--- src/rtl/shift_and_subtract_divider_if.sv ---
// Handshake and operand/result bundle for the shift-and-subtract divider.
interface shift_and_subtract_divider_if #(
    parameter int DIVIDEND_W = 8,
    parameter int DIVISOR_W  = 4
);
    logic                  start;
    logic [DIVIDEND_W-1:0] dividend;
    logic [DIVISOR_W-1:0]  divisor;
    logic                  busy;
    logic                  done;
    logic [DIVIDEND_W-1:0] quotient;
    logic [DIVISOR_W-1:0]  remainder;
    logic                  div_by_zero;

    // Requester side: issues operands, observes status and results.
    modport master (
        output start, dividend, divisor,
        input  busy, done, quotient, remainder, div_by_zero
    );

    // Divider side.
    modport slave (
        input  start, dividend, divisor,
        output busy, done, quotient, remainder, div_by_zero
    );
endinterface

--- src/rtl/shift_and_subtract_divider.sv ---
// Sequential restoring divider: one quotient bit per clock, MSB first,
// with a start/busy/done handshake and a divide-by-zero flag.
module shift_and_subtract_divider #(
    parameter int DIVIDEND_W = 8,
    parameter int DIVISOR_W  = 4
) (
    input  logic clk,
    input  logic rst,
    shift_and_subtract_divider_if.slave bus
);
    localparam int CNT_W = $clog2(DIVIDEND_W + 1);

    typedef enum logic [1:0] {IDLE, RUN, DONE} state_t;

    state_t                state_q, state_d;
    logic [DIVIDEND_W-1:0] d_q, d_d;        // dividend shift register
    logic [DIVIDEND_W-1:0] q_q, q_d;        // quotient shift register
    logic [DIVISOR_W-1:0]  v_q, v_d;        // captured divisor
    // The partial remainder is always < divisor after a restore, so its
    // extra bit is only needed transiently in the trial value t.
    logic [DIVISOR_W-1:0]  r_q, r_d;
    logic [DIVISOR_W:0]    t;               // trial value, one bit wider
    logic [CNT_W-1:0]      cnt_q, cnt_d;
    logic [DIVIDEND_W-1:0] quot_q, quot_d;
    logic [DIVISOR_W-1:0]  rem_q, rem_d;
    logic                  dbz_q, dbz_d;

    // Next-state, datapath step and handshake outputs.
    always_comb begin
        // NOTE: every signal gets a default first so no path leaves one unassigned (no latch).
        state_d  = state_q;
        d_d      = d_q;
        q_d      = q_q;
        v_d      = v_q;
        r_d      = r_q;
        cnt_d    = cnt_q;
        quot_d   = quot_q;
        rem_d    = rem_q;
        dbz_d    = dbz_q;
        t        = {r_q, d_q[DIVIDEND_W-1]};
        bus.busy = 1'b0;
        bus.done = 1'b0;

        case (state_q)
            IDLE, DONE: begin
                bus.done = (state_q == DONE);
                state_d  = IDLE;
                if (bus.start) begin
                    d_d   = bus.dividend;
                    v_d   = bus.divisor;
                    r_d   = '0;
                    q_d   = '0;
                    cnt_d = CNT_W'(DIVIDEND_W);
                    if (bus.divisor == '0) begin
                        // Skip iteration entirely; present the saturated result.
                        state_d = DONE;
                        quot_d  = '1;
                        rem_d   = '0;
                        dbz_d   = 1'b1;
                    end else begin
                        state_d = RUN;
                    end
                end
            end
            RUN: begin
                bus.busy = 1'b1;
                // NOTE: blocking assignments here let q_d/r_d be reused below in the same pass.
                if (t >= {1'b0, v_q}) begin
                    r_d = DIVISOR_W'(t - {1'b0, v_q});
                    q_d = {q_q[DIVIDEND_W-2:0], 1'b1};
                end else begin
                    r_d = t[DIVISOR_W-1:0];
                    q_d = {q_q[DIVIDEND_W-2:0], 1'b0};
                end
                d_d   = d_q << 1;
                cnt_d = cnt_q - 1'b1;
                if (cnt_q == CNT_W'(1)) begin
                    quot_d  = q_d;
                    rem_d   = r_d;
                    dbz_d   = 1'b0;
                    state_d = DONE;
                end
            end
            default: state_d = IDLE;
        endcase
    end

    // State and datapath registers; synchronous reset discards any partial result.
    always_ff @(posedge clk) begin
        // NOTE: sequential state uses non-blocking assignments so all registers update together.
        if (rst) begin
            state_q <= IDLE;
            d_q     <= '0;
            q_q     <= '0;
            v_q     <= '0;
            r_q     <= '0;
            cnt_q   <= '0;
            quot_q  <= '0;
            rem_q   <= '0;
            dbz_q   <= 1'b0;
        end else begin
            state_q <= state_d;
            d_q     <= d_d;
            q_q     <= q_d;
            v_q     <= v_d;
            r_q     <= r_d;
            cnt_q   <= cnt_d;
            quot_q  <= quot_d;
            rem_q   <= rem_d;
            dbz_q   <= dbz_d;
        end
    end

    assign bus.quotient    = quot_q;
    assign bus.remainder   = rem_q;
    assign bus.div_by_zero = dbz_q;
endmodule
--- src/flat_wrapper.sv ---
// flat-port wrapper written by rule: the top's interface ports become plain ports
module shift_and_subtract_divider_flat 
#(
    parameter int DIVIDEND_W = 8,
    parameter int DIVISOR_W  = 4
)
  (clk, rst, bus_start, bus_dividend, bus_divisor, bus_busy, bus_done, bus_quotient, bus_remainder, bus_div_by_zero);
  shift_and_subtract_divider_if #(.DIVIDEND_W(DIVIDEND_W), .DIVISOR_W(DIVISOR_W)) bus_i ();
  input  logic clk;
  input  logic rst;
  input wire logic [$bits(bus_i.start)-1:0] bus_start;
  input wire logic [$bits(bus_i.dividend)-1:0] bus_dividend;
  input wire logic [$bits(bus_i.divisor)-1:0] bus_divisor;
  output wire logic [$bits(bus_i.busy)-1:0] bus_busy;
  output wire logic [$bits(bus_i.done)-1:0] bus_done;
  output wire logic [$bits(bus_i.quotient)-1:0] bus_quotient;
  output wire logic [$bits(bus_i.remainder)-1:0] bus_remainder;
  output wire logic [$bits(bus_i.div_by_zero)-1:0] bus_div_by_zero;
  assign bus_i.start = bus_start;
  assign bus_i.dividend = bus_dividend;
  assign bus_i.divisor = bus_divisor;
  assign bus_busy = bus_i.busy;
  assign bus_done = bus_i.done;
  assign bus_quotient = bus_i.quotient;
  assign bus_remainder = bus_i.remainder;
  assign bus_div_by_zero = bus_i.div_by_zero;
  shift_and_subtract_divider #(.DIVIDEND_W(DIVIDEND_W), .DIVISOR_W(DIVISOR_W)) u_core (.clk(clk), .rst(rst), .bus(bus_i));
endmodule
--- config.mk ---
export PLATFORM = sky130hd
export DESIGN_NAME = shift_and_subtract_divider_flat
export DESIGN_NICKNAME = d
export VERILOG_FILES = /design/src/rtl/shift_and_subtract_divider_if.sv /design/src/rtl/shift_and_subtract_divider.sv /design/src/flat_wrapper.sv
export SDC_FILE = /design/constraint.sdc
export NUM_CORES = 1
export LEC_CHECK = 0
export BUFFER_PORTS_ARGS = -buffer_cell sky130_fd_sc_hd__buf_4
export CORE_MARGIN = 5
export CORE_UTILIZATION = 25
export DETAILED_ROUTE_END_ITERATION = 10
export PLACE_DENSITY = 0.39
export SLEW_MARGIN = 15
export SYNTH_ARGS = -nofsm -noshare
export SYNTH_HDL_FRONTEND = slang
export SYNTH_SLANG_ARGS = --single-unit
--- constraint.sdc ---
create_clock -name clk -period 2 [get_ports clk]
set_clock_uncertainty 0.2 [all_clocks]
set_input_delay 0 -clock clk [delete_from_list [all_inputs] [get_ports clk]]
set_output_delay 0 -clock clk [all_outputs]
set_load 0.01 [all_outputs]
==> out/results.tsv <==
metric	value	unit
final_common_cell	buf_4	
peakVddDrop	0.210	mV
io_buffers	29	
hold_viol	0	
fin_crit_sh	95.1	%
postPlaceCellArea	2240	µm²
cts_made_buffers	5	
min_period	1.90	ns
crit_family	compound AO/OA/AOI/OAI gates	
routabilityCongestion	0.801	
cp.arrival	1.91	ns
path_depth	7	
synthTopCellsByArea	dfxtp_1 45%, nor2_1 5.4%, a21oi_1 5.4%, mux2i_1 5.4%, a22oi_1 4.0%	
cts_buffer_depth	2	
status	completed	
n_antenna_cell	0	
synth_cells	211	
synth_seq_cells	42	
synth_ff_type	dfxtp_1	
cts_sinks	42	
cpPeakStageDelay	0.44	ns
grt_pass1_wl	7.79	mm
powerDensity	774	nW/µm²
htreeDepth	2	
start_kind	flip-flop	
cts_root_buf	clkbuf_8	
required	2.00	ns
dr_total_vias	1652	
clk_latency	0.29	ns
critPathKind	reg -> reg	
drt-vias-per-instance	4.51	
io_pins	30	
hold_class	in -> reg	
drc	0	
synth_top_area_share	45.0	%
grt_max_degree	45	
final-setup-viol-count	0	
crit_chain	inv_2 > ha_4 > nand2b_4 > a2111oi_4 > a21oi_4 > mux2i_1 > o32ai_1	
antenna_found_initial	0	
mostFrequentLayoutCells	39 x buf_4, 38 x dfxtp_1, 27 x nor2_1, 21 x dlygate4sd3_1, 20 x a21oi_1	
syn_to_final_growth	40.6	%
route.final.wire_length	4.70	mm
fin_area	2630	µm²
whs_path_depth	5	
max_slew.worst_pin.slew	0.451	ns
async_flop_share	0	%
layout.nets	288	
synth_edf_count	0	
avgSynthCellArea	8.86	µm²
synth.distinct_cells	33	
slowest_stage	a2111oi_4	
nFillCells	819	
coreArea	7250	µm²
post_cts_buffers	0	
die_w	96.5	µm
postRouteAntennaNets	0	
synth_area	1870	µm²
grt_pass1_vias	1613	
drt_iter0_drc	75	
die-area	9310	µm²
synth-seq-area-share	45.0	%
wire_per_inst	12.8	µm
path_buf_inv	1	
overflow	0	
drt_first_pass_iters	4	
row_count	31	
post-dp-hpwl	3.31	mm
fin_util	36.2	%
cap_violations	0	
die_h	96.5	µm
grt_usage	10.9	%
synth_nets	233	
reg2regPathDepth	7	
final_max_slew_viol_count	0	
cp-end-kind	flip-flop	
max_freq	526	MHz
slew_headroom	70.0	%
worstPathMaxFanout	4	
cts_tree	yes	
synth_top_cell_by_area	dfxtp_1	
start_util	25.8	%
drive_above_1_share	25.5	%
p_leak	1.09	nW
rsz0062_at_grt	no	
clk_pin_slew_worst_paths	0.08	ns
total_power	2.04	mW
yosys_warnings	0	
==> metrics by stage <==
step                setup slack [ns]  TNS [ns]  hold WS [ns]  cells
finish                        0.0985         0        0.0150    366
global route                 0.00851         0        0.0430    366
CTS                           0.0195         0        0.0765    366
detailed placement           -0.0369    -0.140        0.0480    337
global placement            -0.00423  -0.00423        0.0446    337
floorplan                    0.00475         0       -0.0614    211
==> report_power, final <==
part           internal, mW  total (mW)  switching, mW
Clock                 0.372       0.679          0.308
Combinational         0.223       0.447          0.224
Sequential            0.879       0.910         0.0306
Total                  1.47        2.04          0.562
==> final timing paths <==
| kind | slack [ns] | startpoint | endpoint |
|---|---|---|---|
| worst max-delay path | 0.1 | u_core.d_q[7]$_SDFFE_PP0P_ | u_core.bus.remainder[1]$_SDFFE_PP0P_ |
| worst min-delay path | 0.02 | bus_start | u_core.d_q[5]$_SDFFE_PP0P_ |
| worst max register to register | 0.1 | u_core.d_q[7]$_SDFFE_PP0P_ | u_core.bus.remainder[1]$_SDFFE_PP0P_ |
| worst min register to register | 0.26 | u_core.d_q[5]$_SDFFE_PP0P_ | u_core.d_q[5]$_SDFFE_PP0P_ |
==> layout make-up <==
class,count,area (µm²),share of cell area (%)
inverters,11,41.3,1.57
flip-flops and latches,42,846,32.2
clock inverters,3,45.0,1.71
repair buffers,62,526,20.0
clock buffers,5,68.8,2.62
multi-input cells,144,978,37.2
well taps,99,124,4.71
==> metal layers <==
metal	up-vias	share of wire [%]	GRT usage, %
met1	792	46	13.7
met4	0	1.0	3.86
met5	-	0	0
li1	842	-	-
met2	16	50	18.2
met3	2	2.7	2.87
==> state kept, by name, indices dropped and copies added, names as in the netlist <==
signal and count:
u_core.bus.quotient 8, u_core.d_q 8, u_core.q_q 7, u_core.bus.remainder 4, u_core.cnt_q 4, u_core.r_q 4, u_core.v_q 4, u_core.state_q 2
u_core.bus.div_by_zero 1
==> kinds of logic (layout without fill, tap and decap cells) <==
family	count (synthesis)	count (layout)	share of synthesized area (%)
simple gates	75	75	18.7
compound gates	50	50	19.5
flops	42	42	45.0
buf+inv	25	81	5.35
mux	10	10	5.35
fa+ha+maj	7	7	5.09
xor+xnor	2	2	0.937
==> worst reg2reg max path: cells and delay by family (launching register included) <==
family	cells	cell delay, ns
fa+ha+maj	1	0.20
compound gates	3	0.77
buf+inv	1	0.04
simple gates	1	0.14
mux	1	0.13
flops	1	0.34
==> synth_stat cells, drive strengths merged (2+ instances only) <==
cell and count:
o22ai 6, dfxtp 42, nor3 5, a22oi 10, nor2b 2, mux2i 10, nand3 7, a31oi 3
buf 6, o32ai 5, nor4 2, nand2b 9, ha 6, clkbuf 8, inv 11, nor2 28
nand2 19, a21oi 21
==> repair_timing <==
item | in CTS | in global routing
resized for setup | 1 | 13
gates cloned | 0 | 0
endpoints found under the setup margin | 8 | 19
hold buffers | 21 | 0
pin swaps | 1 | 4
hold endpoints to repair | 30 | 0
Note: power is estimated with default switching activity, not from simulation.
